**src/rtl/hmlf_pkg.sv**
```systemverilog
// Shared constants and elaboration helpers for the HMLF min/max selection tree.
package hmlf_pkg;

  typedef enum logic {
    MODE_MIN = 1'b0,
    MODE_MAX = 1'b1
  } hmlf_mode_e;

  // Ceiling log2 for tools that lack $clog2 in constant contexts.
  function automatic int hmlf_clog2(input int n);
    int r;
    r = 0;
    for (int v = n - 1; v > 0; v = v >> 1) r++;
    return r;
  endfunction

  function automatic int hmlf_lvl_cnt(input int n, input int lvl);
    return (n + (1 << lvl) - 1) >> lvl;
  endfunction

  function automatic int hmlf_lvl_off(input int n, input int lvl);
    int o;
    o = 0;
    for (int i = 1; i < lvl; i++) o += hmlf_lvl_cnt(n, i);
    return o;
  endfunction

endpackage

```
**src/rtl/hmlf_minmax_tree_if.sv**
```systemverilog
// Vector-in / winner-out bundle of the min/max tree; master drives vectors, slave is the tree.
interface hmlf_minmax_tree_if #(
  parameter int WIDTH = 6,
  parameter int N_IN  = 8
);
  import hmlf_pkg::*;

  localparam int IDX_W = hmlf_clog2(N_IN);

  logic                    in_valid;
  logic                    in_mode;
  logic [N_IN*WIDTH-1:0]   in_data;
  logic                    out_valid;
  logic signed [WIDTH-1:0] out_data;
  logic [IDX_W-1:0]        out_idx;

  modport master (
    output in_valid, in_mode, in_data,
    input  out_valid, out_data, out_idx
  );

  modport slave (
    input  in_valid, in_mode, in_data,
    output out_valid, out_data, out_idx
  );

endinterface

```
**src/rtl/hmlf_cmp2_sel.sv**
```systemverilog
// Two-operand signed min/max select; operand a is the lower-index one and wins ties.
module hmlf_cmp2_sel #(
  parameter int WIDTH = 6,
  parameter int IDX_W = 3
) (
  input  logic signed [WIDTH-1:0] i_a,
  input  logic [IDX_W-1:0]        i_ia,
  input  logic signed [WIDTH-1:0] i_b,
  input  logic [IDX_W-1:0]        i_ib,
  input  logic                    i_mode,
  output logic signed [WIDTH-1:0] o_y,
  output logic [IDX_W-1:0]        o_iy
);
  import hmlf_pkg::*;

  logic w_pick_b;

  // Strict compares keep equal values on a, which matches the legacy 2-input MIN.
  assign w_pick_b = (i_mode == MODE_MAX) ? (i_b > i_a) : (i_b < i_a);
  assign o_y      = w_pick_b ? i_b  : i_a;
  assign o_iy     = w_pick_b ? i_ib : i_ia;

endmodule

```
**src/rtl/hmlf_minmax_tree.sv**
```systemverilog
// Pipelined N-input signed min/max selector with winner index; one register stage per tree level.
module hmlf_minmax_tree #(
  parameter int WIDTH = 6,
  parameter int N_IN  = 8
) (
  input  logic               clk,
  input  logic               rst,
  hmlf_minmax_tree_if.slave  bus
);
  import hmlf_pkg::*;

  localparam int IDX_W   = hmlf_clog2(N_IN);
  localparam int LAT     = hmlf_clog2(N_IN);
  localparam int TOTAL   = hmlf_lvl_off(N_IN, LAT + 1);
  localparam int OUT_POS = hmlf_lvl_off(N_IN, LAT);

  // Flat storage of all levels; level j starts at hmlf_lvl_off(N_IN, j).
  logic signed [WIDTH-1:0] w_y   [TOTAL];
  logic [IDX_W-1:0]        w_iy  [TOTAL];
  logic signed [WIDTH-1:0] r_val [TOTAL];
  logic [IDX_W-1:0]        r_idx [TOTAL];
  logic [LAT:1]            r_vld;
  logic [LAT-1:0]          w_mode;

  assign w_mode[0] = bus.in_mode;

  // The last level needs no mode, so the mode pipe is one stage shorter than valid.
  if (LAT > 1) begin : g_mode
    logic [LAT-1:1] r_mode;
    always_ff @(posedge clk or posedge rst) begin
      if (rst) r_mode <= '0;
      else     r_mode <= w_mode[LAT-2:0];
    end
    assign w_mode[LAT-1:1] = r_mode;
  end

  for (genvar j = 1; j <= LAT; j++) begin : g_lvl
    localparam int PCNT = hmlf_lvl_cnt(N_IN, j - 1);
    localparam int CNT  = hmlf_lvl_cnt(N_IN, j);
    localparam int O    = hmlf_lvl_off(N_IN, j);

    for (genvar k = 0; k < CNT; k++) begin : g_el
      logic signed [WIDTH-1:0] w_a;
      logic [IDX_W-1:0]        w_ia;

      if (j == 1) begin : g_a_in
        assign w_a  = bus.in_data[2*k*WIDTH +: WIDTH];
        assign w_ia = IDX_W'(2 * k);
      end else begin : g_a_reg
        assign w_a  = r_val[hmlf_lvl_off(N_IN, j - 1) + 2*k];
        assign w_ia = r_idx[hmlf_lvl_off(N_IN, j - 1) + 2*k];
      end

      if (2*k + 1 < PCNT) begin : g_pair
        logic signed [WIDTH-1:0] w_b;
        logic [IDX_W-1:0]        w_ib;

        if (j == 1) begin : g_b_in
          assign w_b  = bus.in_data[(2*k+1)*WIDTH +: WIDTH];
          assign w_ib = IDX_W'(2*k + 1);
        end else begin : g_b_reg
          assign w_b  = r_val[hmlf_lvl_off(N_IN, j - 1) + 2*k + 1];
          assign w_ib = r_idx[hmlf_lvl_off(N_IN, j - 1) + 2*k + 1];
        end

        hmlf_cmp2_sel #(
          .WIDTH (WIDTH),
          .IDX_W (IDX_W)
        ) u_cmp (
          .i_a    (w_a),
          .i_ia   (w_ia),
          .i_b    (w_b),
          .i_ib   (w_ib),
          .i_mode (w_mode[j-1]),
          .o_y    (w_y[O+k]),
          .o_iy   (w_iy[O+k])
        );
      end else begin : g_pass
        // Unpaired top element rides through with its own index; no padding value.
        assign w_y[O+k]  = w_a;
        assign w_iy[O+k] = w_ia;
      end
    end
  end

  // NOTE: sequential state uses non-blocking assignments so every stage samples pre-edge values.
  always_ff @(posedge clk or posedge rst) begin
    if (rst) begin
      // NOTE: the level arrays are real pipeline flops (not RAM), so they are cleared on reset too.
      for (int i = 0; i < TOTAL; i++) begin
        r_val[i] <= '0;
        r_idx[i] <= '0;
      end
      r_vld <= '0;
    end else begin
      r_val    <= w_y;
      r_idx    <= w_iy;
      r_vld[1] <= bus.in_valid;
      for (int j = 2; j <= LAT; j++) r_vld[j] <= r_vld[j-1];
    end
  end

  assign bus.out_valid = r_vld[LAT];
  assign bus.out_data  = r_val[OUT_POS];
  assign bus.out_idx   = r_idx[OUT_POS];

endmodule
```
**src/flat_wrapper.sv**
```systemverilog
// flat-port wrapper written by rule: the top's interface ports become plain ports
module hmlf_minmax_tree_flat import hmlf_pkg::*;
#(
  parameter int WIDTH = 6,
  parameter int N_IN  = 8
)
  (clk, rst, bus_in_valid, bus_in_mode, bus_in_data, bus_out_valid, bus_out_data, bus_out_idx);
  hmlf_minmax_tree_if #(.WIDTH(WIDTH), .N_IN(N_IN)) bus_i ();
  input  logic clk;
  input  logic rst;
  input wire logic [$bits(bus_i.in_valid)-1:0] bus_in_valid;
  input wire logic [$bits(bus_i.in_mode)-1:0] bus_in_mode;
  input wire logic [$bits(bus_i.in_data)-1:0] bus_in_data;
  output wire logic [$bits(bus_i.out_valid)-1:0] bus_out_valid;
  output wire logic [$bits(bus_i.out_data)-1:0] bus_out_data;
  output wire logic [$bits(bus_i.out_idx)-1:0] bus_out_idx;
  assign bus_i.in_valid = bus_in_valid;
  assign bus_i.in_mode = bus_in_mode;
  assign bus_i.in_data = bus_in_data;
  assign bus_out_valid = bus_i.out_valid;
  assign bus_out_data = bus_i.out_data;
  assign bus_out_idx = bus_i.out_idx;
  hmlf_minmax_tree #(.WIDTH(WIDTH), .N_IN(N_IN)) u_core (.clk(clk), .rst(rst), .bus(bus_i));
endmodule
```
**config.mk**
```make
export PLATFORM = sky130hd
export DESIGN_NAME = hmlf_minmax_tree_flat
export DESIGN_NICKNAME = d
export VERILOG_FILES = /design/src/rtl/hmlf_pkg.sv /design/src/rtl/hmlf_minmax_tree_if.sv /design/src/rtl/hmlf_cmp2_sel.sv /design/src/rtl/hmlf_minmax_tree.sv /design/src/flat_wrapper.sv
export SDC_FILE = /design/constraint.sdc
export NUM_CORES = 1
export LEC_CHECK = 0
export CORE_UTILIZATION = 36
export DETAILED_ROUTE_END_ITERATION = 12
export MAX_ROUTING_LAYER = met4
export SLEW_MARGIN = 20
export SYNTH_ARGS = -nofsm -noshare
export SYNTH_HDL_FRONTEND = slang
export SYNTH_SLANG_ARGS = --single-unit
export TNS_END_PERCENT = 1
```
**constraint.sdc**
```tcl
create_clock -name clk -period 6.5 [get_ports clk]
set_input_delay 1.3 -clock clk [delete_from_list [all_inputs] [get_ports clk]]
set_output_delay 1.3 -clock clk [all_outputs]
set_load 0.02 [all_outputs]
```
==> results.yml, run 1 <==
logic_synthesis:
  synth_ff_type: "dfrtp_1"
  synth_area_leaders: "dfrtp_1 (40%), ha_1 (14%), mux2_2 (12%)"
  synth_seq_area_share_pct: 39.9
  yosysUniqueCellTypes: 44
  async_reset_ff_share_pct: 100
  ys_warn_count: 0
  syn_nets: 457
  syn_area_um2: 3760
  netlist.area_leader.share_pct: 39.9
  synth-edff-count: 0
  syn-instance-count: 363
  syn_avg_cell_area_um2: 10.4
  synth_top_area_cell: "dfrtp_1"
  ys_ff_latch: 60
drt:
  post-route-drc-count: 0
  wl_per_cell_um: 14.0
  vias_per_cell: 5.27
  dr.pass1.iters: 4
  drtIter0Drc: 122
  wl_um: 7880
  drtAntennaViolNets: 0
  vias: 2967
timing:
  clock_skew_ns: 0.0103
  tightest_slew_ns: 0.741
  setup_violations: 0
  final_hold_viol_count: 0
  slew_viol_final: 0
  setup_tns_ns: 0
  fin_crit_sh_pct: 53.7
  post-route-min-period_ns: 3.49
  whs_ns: 0.353
  rsz0062_at_grt: "false"
  relSlewSlack_pct: 50.3
  fmax_mhz: 287
final_layout:
  drive_above_1_share_pct: 16.0
  final_cell_mix: "clkdlybuf4s50_1 (61), dfrtp_1 (60), inv_1 (49)"
  final_common_cell: "clkdlybuf4s50_1"
  final_nets: 519
  area_growth_pct: 25.2
  fill_cells: 924
  diodes: 0
worst_hold_path:
  hold_start: "u_core.r_vld[1]$_DFF_PP0_"
  holdCritPathClass: "register to register"
  whs_path_depth: 0
clocking:
  htreeDepth: 3
  cts_resized: 0
  postCtsSetupRepairBufs: 0
  cts_tree: "done"
  cts-root-to-sink-buffers: 2
  cts_buffers: 9
  hold_buffers: 0
  root_buffer: "clkbuf_8"
  clock-sinks: 60
  clkSlewWorstSetupHoldPaths_ns: 0.07
  clk_latency_ns: 0.34
floorplan:
  num_io_pins: 62
  core_um2: 9950
  rows: 36
  die-area_um2: 10900
  initial_core_util_pct: 37.8
  fp.dieW_um: 104
  fp.dieH_um: 104
setup_path:
  start_kind: "primary input"
  arrival_ns: 3.71
  rr_worst_depth: 7
  endpoint_kind: "register"
  cp_max_fo: 17
  r2r_start: "u_core.g_lvl[2].g_el[1].w_a[5]$_DFF_PP0_"
  r2r_setup_slack_ns: 4.06
  r2r-end: "u_core.g_lvl[3].g_el[0].g_pair.w_b[2]$_DFF_PP0_"
  required_ns: 6.72
  crit_type: "primary input to register"
  cp-startpoint: "bus_in_mode"
  critPathCapture: "u_core.g_lvl[2].g_el[0].g_pair.w_b[5]$_DFF_PP0_"
power:
  leakagePower_nw: 2.13
  vdd_ir_drop_max_v: 0.000149
  powerDensity_nw_per_um2: 269
place:
  dpl.hpwl_um: 6040
  io_buffers: 61
  place.gp.congestion: 0.897
global_route:
  grt_pass1_wl_um: 13500
  grt_use_total_pct: 15.9
  grt_max_degree: 61
  overflow: 0
  antenna_found_initial: 0
  grt_pass1_vias: 2923
run:
  cap_violations: 0
status:
  status: "complete, no violations"
-- flip-flops by register name, summed over array words and instances (netlist names) --
register / count
u_core.bus.out_data: 6
u_core.bus.out_idx: 3
u_core.g_lvl.g_el.g_pair.w_b: 18
u_core.g_lvl.g_el.g_pair.w_ib: 6
u_core.g_lvl.g_el.w_a: 18
u_core.g_lvl.g_el.w_ia: 4
u_core.g_mode.r_mode: 2
u_core.r_vld: 3
-- cell type report --
class	count	area, um^2	area share [%]
timing repair buffer	62	618	13.1
multi-input combinational	241	2030	43.1
inverter	51	191	4.06
tap	133	166	3.53
clock buffer	10	138	2.92
clock inverter	6	63.8	1.35
sequential	60	1500	31.9
-- Yosys cell counts, types with 2 or more instances --
master,n
dfrtp_1,60
a211oi_1,15
mux2_2,41
clkbuf_1,8
a21oi_1,14
nand2b_1,3
nand3_1,14
inv_1,50
nor2b_1,8
nand4_1,3
and2_1,3
a311oi_1,5
a21o_1,4
and3_1,6
and4_1,5
o221ai_1,3
a31oi_1,8
nand2_1,15
nor2_1,9
a32oi_1,6
nor4_1,6
ha_1,42
buf_2,2
o21ai_0,13
-- where the power goes --
part           internal, W  switching, W
Combinational     0.000229      0.000220
Clock             0.000186      0.000146
Sequential        0.000448     0.0000393
Total             0.000863      0.000405
-- worst max-delay path, cell delays in order --
cell	delay (ns)
clkdlybuf4s50_1	0.90
inv_1	0.38
a311o_1	0.41
a31oi_1	0.13
nand3b_2	0.23
mux2_2	0.37
-- metal layers --
layer	part of all wire (%)	GRT usage (%)
met4	0.94	4.18
met2	48	25.6
met1	46	19.7
met5	0	-
met3	5.0	4.26
-- logic make-up after synthesis --
group	synth area share [%]
muxes	13.2
AOI/OAI and AO/OA	15.1
other	0.0997
DFF	39.9
buffers and inverters	6.25
adders and majority gates	14.0
and+or+nand+nor	11.4
-- stage by stage --
stage	setup slack [ns]	instances	utilization [%]	cell area [um^2]	total power, W
final	3.01	563	47.3	4710	0.00127
after global routing	2.89	563	47.3	4710	0.00136
after CTS	3.01	563	47.3	4700	0.00128
after detailed placement	2.62	547	45.2	4500	0.000943
after global placement	2.71	547	45.2	4500	0.000932
after floorplan	3.54	363	-	3760	0.000788
-- how the worst min path moves through the flow --
stage | endpoint | slack (ns)
finish | u_core.r_vld[2]$_DFF_PP0_ | 0.35
global route | u_core.r_vld[2]$_DFF_PP0_ | 0.37
CTS | u_core.r_vld[2]$_DFF_PP0_ | 0.36
detailed placement | u_core.r_vld[2]$_DFF_PP0_ | 0.34
global placement | u_core.r_vld[2]$_DFF_PP0_ | 0.34
floorplan | u_core.r_vld[2]$_DFF_PP0_ | 0.33
(Power assumes the default switching activity.)
==> inputs of run 2 (changes only) <==
clock period = 3 ns   (was 6.5 ns; I/O delays follow)
==> run 2 against run 1 <==
Net effect:
- clock skew is 0.0029 ns lower
- global-route usage grew 0.079 points
- register-to-register slack got worse by 3.4 ns
- power up 120%
- flip-flop and latch count is the same
- setup slack got worse by 2.6 ns
- combinational power rose by 120%
- clock power rose by 140%
- worst hold slack improved by 0.012 ns
- sequential power is 120% higher
- sequential share of layout area decreased by 0.60 points
==> results.yml, run 2 (synthesis gave the netlist of run 1 again) <==
status:
  status: "complete, no violations"
clocking:
  htreeDepth: 3
  clk_latency_ns: 0.33
  clkSlewWorstSetupHoldPaths_ns: 0.07
  hold_buffers: 0
  cts_resized: 0
  cts-root-to-sink-buffers: 2
  clock-sinks: 60
  cts_buffers: 9
  cts_tree: "done"
  root_buffer: "clkbuf_8"
  postCtsSetupRepairBufs: 0
global_route:
  grt_pass1_vias: 2924
  overflow: 0
  grt_pass1_wl_um: 13700
  grt_use_total_pct: 16.0
  antenna_found_initial: 0
  grt_max_degree: 27
place:
  dpl.hpwl_um: 6190
  place.gp.congestion: 0.867
  io_buffers: 61
setup_path:
  cp_max_fo: 7
  crit_slowest_cell: "clkdlybuf4s50_1"
  path_cells: "clkdlybuf4s50_1 > inv_1 > ha_1 > and4_1 > a311o_1 > a31oi_1 > nand3b_2 > mux2_2"
  path_depth: 8
  endpoint_kind: "register"
  crit_type: "primary input to register"
  start_kind: "primary input"
  crit_family: "buffers and inverters"
  arrival_ns: 2.81
  required_ns: 3.21
  rr_worst_depth: 7
  cp_num_buf_inv: 2
  cp_slowest_stage_delay_ns: 0.48
timing:
  final_hold_viol_count: 0
  fmax_mhz: 386
  relSlewSlack_pct: 61.0
  setup_tns_ns: 0
  setup_violations: 0
  rsz0062_at_grt: "false"
  slew_viol_final: 0
  fin_crit_sh_pct: 86.4
  post-route-min-period_ns: 2.59
  tightest_slew_ns: 0.574
  clock_skew_ns: 0.00748
final_layout:
  diodes: 0
  final_nets: 529
  final_common_cell: "clkdlybuf4s50_1"
  area_growth_pct: 27.6
  drive_above_1_share_pct: 17.7
  regArea_um2: 1500
  final_core_util_pct: 48.2
  fill_cells: 921
  final_cell_mix: "clkdlybuf4s50_1 (61), dfrtp_1 (60), inv_1 (49)"
  multi_input_area_um2: 2030
drt:
  vias_per_cell: 5.13
  drtIter0Drc: 166
  vias: 2937
  dr.pass1.iters: 5
  wl_um: 7890
  wl_per_cell_um: 13.8
  post-route-drc-count: 0
  drtAntennaViolNets: 0
worst_hold_path:
  holdCritPathClass: "register to register"
  whs_path_depth: 0
power:
  leakagePower_nw: 2.19
  vdd_ir_drop_max_v: 0.000291
  powerDensity_nw_per_um2: 592
floorplan:
  fp.dieH_um: 104
  fp.dieW_um: 104
  initial_core_util_pct: 37.8
  rows: 36
  num_io_pins: 62
  die-area_um2: 10900
  core_um2: 9950
run:
  cap_violations: 0
==> run 2: cell types whose count changed in the layout (fill, tap and decap cells not counted), sizes merged <==
cell	before	now
buf	1	11
inv	50	52
clkbuf	10	9
bufinv	1	2
clkinv	4	2
==> run 2: metrics by stage <==
stage / cells / hold slack, ns / setup WS, ns / power (W) / cell area [um^2]
6_report: 573 / 0.365 / 0.407 / 0.00284 / 4800
5_1_grt: 573 / 0.374 / 0.322 / 0.00304 / 4800
4_1_cts: 573 / 0.368 / 0.442 / 0.00288 / 4800
3_5_place_dp: 557 / 0.342 / 0.0909 / 0.00206 / 4580
3_3_place_gp: 557 / 0.336 / 0.165 / 0.00204 / 4580
2_1_floorplan: 363 / 0.331 / 0.739 / 0.00171 / 3760
==> run 2: path summary, 6_finish.rpt <==
check	from	endpoint	slack, ns
max in group asynchronous	rst	u_core.g_lvl[3].g_el[0].w_a[1]$_DFF_PP0_	1.72
setup / recovery	bus_in_data[17]	u_core.g_lvl[2].g_el[0].g_pair.w_b[1]$_DFF_PP0_	0.41
hold reg to reg	u_core.r_vld[2]$_DFF_PP0_	u_core.r_vld[3]$_DFF_PP0_	0.37
hold / removal	u_core.r_vld[2]$_DFF_PP0_	u_core.r_vld[3]$_DFF_PP0_	0.37
setup reg to reg	u_core.g_lvl[2].g_el[1].w_a[5]$_DFF_PP0_	u_core.g_lvl[3].g_el[0].g_pair.w_b[5]$_DFF_PP0_	0.61
min in group asynchronous	rst	u_core.g_lvl[2].g_el[1].w_ia[0]$_DFF_PP0_	0.64
==> run 2: worst reg2reg max path, cell delays in order, from the launching register on <==
cell	delay [ns]
dfrtp_1	0.36
inv_1	0.05
ha_1	0.30
and4_1	0.23
o21ai_0	0.09
a41oi_1	0.28
mux2i_2	0.57
mux2_2	0.40
==> run 2: report_power, final <==
| part | internal (W) | leakage (nW) | total (W) | switching (W) |
|---|---|---|---|---|
| combinational | 0.000510 | 1.38 | 0.000986 | 0.000477 |
| clock | 0.000471 | 0.106 | 0.000802 | 0.000331 |
| sequential | 0.000970 | 0.702 | 0.00105 | 0.0000829 |
==> run 2: final cells by class <==
| cell class | instances | share of cell area, % |
|---|---|---|
| Clock inverter | 7 | 2.03 |
| Multi-Input combinational cell | 241 | 42.2 |
| Clock buffer | 9 | 2.58 |
| Tap cell | 133 | 3.47 |
| Timing Repair Buffer | 72 | 14.4 |
| Inverter | 51 | 3.99 |
| Sequential cell | 60 | 31.3 |
==> run 2: layer usage <==
metal	vias to the layer above	GRT usage, %	wire length [um]
met1	1402	20.7	3850
met5	-	-	0
met3	6	2.63	240
met2	62	25.0	3720
met4	0	5.92	79
li1	1467	-	-
==> RTL edit 1 (config.mk and constraints of run 2) <==
`N_IN` is set to 8 in 3 places; all go to 16.
--- a/src/rtl/hmlf_minmax_tree_if.sv
+++ b/src/rtl/hmlf_minmax_tree_if.sv
@@ -1,7 +1,7 @@
 // Vector-in / winner-out bundle of the min/max tree; master drives vectors, slave is the tree.
 interface hmlf_minmax_tree_if #(
   parameter int WIDTH = 6,
-  parameter int N_IN  = 8
+  parameter int N_IN  = 16
 );
   import hmlf_pkg::*;
 
--- a/src/rtl/hmlf_minmax_tree.sv
+++ b/src/rtl/hmlf_minmax_tree.sv
@@ -1,7 +1,7 @@
 // Pipelined N-input signed min/max selector with winner index; one register stage per tree level.
 module hmlf_minmax_tree #(
   parameter int WIDTH = 6,
-  parameter int N_IN  = 8
+  parameter int N_IN  = 16
 ) (
   input  logic               clk,
   input  logic               rst,
--- a/src/flat_wrapper.sv
+++ b/src/flat_wrapper.sv
@@ -2,7 +2,7 @@
 module hmlf_minmax_tree_flat import hmlf_pkg::*;
 #(
   parameter int WIDTH = 6,
-  parameter int N_IN  = 8
+  parameter int N_IN  = 16
 )
   (clk, rst, bus_in_valid, bus_in_mode, bus_in_data, bus_out_valid, bus_out_data, bus_out_idx);
   hmlf_minmax_tree_if #(.WIDTH(WIDTH), .N_IN(N_IN)) bus_i ();
Ports: changed (resized bus_in_data and bus_out_idx); port bits go from 62 to 111. The function was not compared with the original's and may differ.
==> RTL edit 1 against run 2 <==
Sequential cell count rose by 68. Hold slack got worse by 0.018 ns. Global-route usage barely moved. Clock skew fell by 0.00095 ns. Cell area rose by 95%. Total power rose by 120%. Synthesized area rose by 92%. Critical path type unchanged. Worst setup slack got worse by 0.063 ns. Wire length rose by 87%.
==> RTL edit 1: results (changes against run 2) <==
Parameter                              Value

GRT
  Number of antenna violations at the first check in global routing    0 (unchanged)
  Overall Global Routing Usage    0.160 (about the same)
  Pin count of the biggest net entering global routing    35 (+30%)
  Grt met2 use    0.263 (+0.0129)
  Met1 layer usage reported by global route    0.197 (-0.00989)
  Number of global-route vias before repair    5,321 (+82%)
  Wire length of the first global-routing pass    24,900 µm (+82%)
  Met3 track demand over resource in global routing    0.0333 (+0.00701)

Critical path
  Delay of the slowest cell on the worst path    0.52 ns (+0.04 ns)
  Maximum fanout count along the critical path    7 (unchanged)
  Cell family with the largest share of critical-path delay    compound AO/OA/AOI/OAI gates
  Cell with the largest stage delay on the worst path    a2111oi_0
  Data arrival time of the critical path    2.94 ns (+0.13 ns)

Clock tree
  CTS Buf Count    17 (+8)
  Largest buffer count on any clock path    2 (unchanged)
  Root Buffer    clkbuf_16
  Resize count post-CTS    0 (unchanged)
  Count of H-tree levels built during CTS    4 (+1)
  Clock slew at reported path FFs    0.06 ns
  Clock insertion delay at the later pin of the skew report    0.41 ns (+0.08 ns)

Final layout
  Final Instance Count excl. Fillers    1,051 (+83%)
  Inserted Diodes    0 (unchanged)
  Most common library cell in the layout ignoring fill and taps    dfrtp_1
  Final layout net count    963 (+82%)
  Share of final-layout standard cells stronger than drive strength 1    0.197 (+0.0199)

Synth
  Synth cell types    46 (+4.5%)
  Most frequent cells after synthesis    dfrtp_1 (128), inv_1 (112), ha_1 (90)
  Count of warnings emitted by yosys    0 (unchanged)
  Syn_area_per_cell    11.4 µm² (+9.8%)
  Post-synthesis net count    826 (+81%)
  Prevailing post-synth register cell    dfrtp_1
  Largest cells by area after synthesis    dfrtp_1 (44%), ha_1 (16%), mux2_2 (11%), inv_1 (5.8%), mux2_4 (4.8%)
  Sequential cell area fraction in the yosys report    0.443 (+0.0436)

Drt
  Vias per cell    4.78 (-6.8%)
  Final wirelength    14,700 µm (+87%)
  Initial detailed-routing violation count    159 (-4.2%)
  First-pass DRT Iterations    4 (-1)

Placed design
  Post-place setup slack    -0.0873 ns (-0.178 ns)
  PortBufs    110 (+80%)
  Cells after DPL    1,019 (+83%)
  Detailed placement HPWL    11,800 µm (+91%)
  DP Area    0.00878 mm² (+92%)
  GP Congestion    0.850 (-2.0%)

Pwr
  Leakage power    4.47 nW (+100%)
  IR Drop Worst-Case VDD    381 µV (+31%)

Status
  Status    finished, final reports clean

Timing
  Tightest Pin Transition    0.554 ns (-0.0199 ns)
  Clock Skews    0.00653 ns (-0.000951 ns)
## RTL edit 1: changes by cell type after synthesis, moves of 11 or more
cell	run 2	this run
o21ai_0	13	29
mux2_4	0	23
mux2_2	41	73
a211oi_1	15	4
nand2_1	15	27
inv_1	50	112
nand3_1	14	3
ha_1	42	90
nor2b_1	8	20
dfrtp_1	60	128
## RTL edit 1: worst paths after layout
path                                                startpoint                                     to  slack, ns  cells past startpoint
worst min register to register                 u_core.r_vld[2]                        u_core.r_vld[3]       0.35                      0
worst max register to register  u_core.g_lvl[2].g_el[2].w_a[1]         u_core.g_lvl[3].g_el[1].w_a[2]       0.53                      9
worst min-delay path                           u_core.r_vld[2]                        u_core.r_vld[3]       0.35                      0
max in group asynchronous                                  rst  u_core.g_lvl[2].g_el[3].g_pair.w_b[2]       1.75                      3
worst max-delay path                           bus_in_data[26]         u_core.g_lvl[2].g_el[1].w_a[1]       0.34                      9
min in group asynchronous                                  rst         u_core.g_lvl[4].g_el[0].w_a[5]       0.61                      2
## RTL edit 1: kinds of logic after synthesis
family | Yosys count | synth area share
multiplexers | 102 | 0.170
buffers and inverters | 122 | 0.0664
flip-flops | 128 | 0.443
XOR/XNOR | 1 | 0.00121
adder cells (fa/ha/maj) | 90 | 0.156
AO/OA/AOI/OAI | 101 | 0.0989
other | 1 | 0.000518
AND/OR/NAND/NOR | 91 | 0.0650
## RTL edit 1: cell type report
class / instances / area [µm²]
fillers: 1774 / 10200
multi-input cells: 386 / 3550
flip-flops and latches: 128 / 3200
repair buffers: 127 / 1270
clock buffers: 23 / 488
inverters: 113 / 428
well taps: 265 / 332
clock inverters: 9 / 82.6
## RTL edit 1: metrics by stage
step           TNS (ns)   util
2_1_floorplan         0      -
3_3_place_gp          0  0.448
3_5_place_dp     -0.661  0.448
4_1_cts               0  0.477
5_1_grt               0  0.477
6_report              0  0.477
## RTL edit 1: routing by layer
metal	vias up	part of all wire	routed length (µm)
li1	2470	-	-
met1	2457	0.46	6840
met2	81	0.50	7310
met3	13	0.028	419
met4	0	0.011	157
met5	-	0	0
## RTL edit 1: power breakdown
part	switching [mW]	leakage, nW	internal (mW)
logic	0.940	2.70	1.14
clock network	0.710	0.267	1.22
registers	0.202	1.51	2.12
total	1.85	4.47	4.47
==> RTL edit 2 (flow settings as in run 2) <==
Made on the original files. Make the reset (`rst`) synchronous in 2 clocked blocks.
--- a/src/rtl/hmlf_minmax_tree.sv
+++ b/src/rtl/hmlf_minmax_tree.sv
@@ -27,7 +27,7 @@
   // The last level needs no mode, so the mode pipe is one stage shorter than valid.
   if (LAT > 1) begin : g_mode
     logic [LAT-1:1] r_mode;
-    always_ff @(posedge clk or posedge rst) begin
+    always_ff @(posedge clk) begin
       if (rst) r_mode <= '0;
       else     r_mode <= w_mode[LAT-2:0];
     end
@@ -84,7 +84,7 @@
   end
 
   // NOTE: sequential state uses non-blocking assignments so every stage samples pre-edge values.
-  always_ff @(posedge clk or posedge rst) begin
+  always_ff @(posedge clk) begin
     if (rst) begin
       // NOTE: the level arrays are real pipeline flops (not RAM), so they are cleared on reset too.
       for (int i = 0; i < TOTAL; i++) begin
Behaviour: differs if rst is asserted again (counterexample within 4 cycles, from zero or initial values and one cycle with rst high); with rst held inactive, the same outputs for 10 cycles.
==> RTL edit 2 against run 2 <==
Register-to-register slack got worse by 0.16 ns. Critical path depth rose by 1. Sequential cell count did not move. Total power fell by 22%. Clock skew rose by 0.00073 ns. Clock power fell by 21%. Cell area fell by 10%. Worst setup slack got worse by 0.070 ns. Synthesized area fell by 9.9%. Global-route usage fell by 0.66 points. Wire length fell by 13%. Sequential share of layout area fell by 3.4 points. Critical endpoint is now u_core.g_lvl[2].g_el[1].w_a[5]. Largest cell class unchanged.
==> RTL edit 2: results (changes against run 2) <==
Parameter                              Value

Status
  Status    finished, final reports clean

Synth
  Compound-cell area share of the yosys netlist    0.0975 (-0.0535)
  Multiplexer share of the synthesized area    0.162 (+0.0301)
  Synth cell types    45 (+2.3%)
  Largest cells by area after synthesis    dfxtp_1 (35%), ha_1 (16%), mux2i_1 (13%), nor2_1 (5.3%), inv_1 (5.2%)

Final layout
  Share of final-layout standard cells stronger than drive strength 1    0.0802 (-0.0971)

Timing
  Relative slew margins    0.552 (-0.0579)
  Worst Hold Margin    0.439 ns (+0.0735 ns)

GRT
  Overall Global Routing Usage    0.153 (-0.00665)
  Pin count of the biggest net entering global routing    46 (+70%)

Drt
  Final wirelength    6880 µm (-13%)
  Vias per cell    4.85 (-5.4%)
  Avg WL per Cell    12.3 µm (-11%)

Pwr
  Logic gate share of total power    0.299 (-0.048)
  IR Drop Worst-Case VDD    195 µV (-33%)
  Proportion of total power due to net switching    0.311 (-0.00213)

Placed design
  Detailed placement HPWL    5420 µm (-12%)
  Cells after DPL    544 (-2.3%)
  Post-place setup slack    0.00511 ns (-0.0858 ns)
  GP Congestion    0.855 (-1.5%)
  DP Area    0.00413 mm² (-9.8%)

Critical path
  Data arrival time of the critical path    2.87 ns (+0.06 ns)
  Maximum fanout count along the critical path    5 (-2)
  Source of the critical timing path    bus_in_data[28]

Min path
  Hold Crit Depth    1 (+1)
-- RTL edit 2: cell types whose count changed in the layout (fill, tap and decap cells not counted), sizes merged, moves of 7 or more --
cell	run 2	this run
dfrtp	60	0
dfxtp	0	60
mux2i	2	50
mux2	41	0
nor2	9	48
a211oi	15	0
nand2	15	27
nand3	14	2
a21oi	14	7
-- RTL edit 2: layer usage --
metal	vias up	track usage	wire, µm	share of wire
li1	1416	-	-	-
met2	52	0.254	3350	0.49
met1	1235	0.180	3210	0.47
met5	-	-	0	0
met4	0	0.0712	106	0.015
met3	11	0.0262	213	0.031
-- RTL edit 2: cell type report --
class / instances / area (µm²) / share of cell area
clock buffers: 9 / 124 / 0.0288
clock inverters: 7 / 52.6 / 0.0122
inverters: 49 / 184 / 0.0427
multi-input cells: 255 / 1940 / 0.450
flip-flops and latches: 60 / 1200 / 0.279
well taps: 111 / 139 / 0.0322
repair buffers: 69 / 671 / 0.156
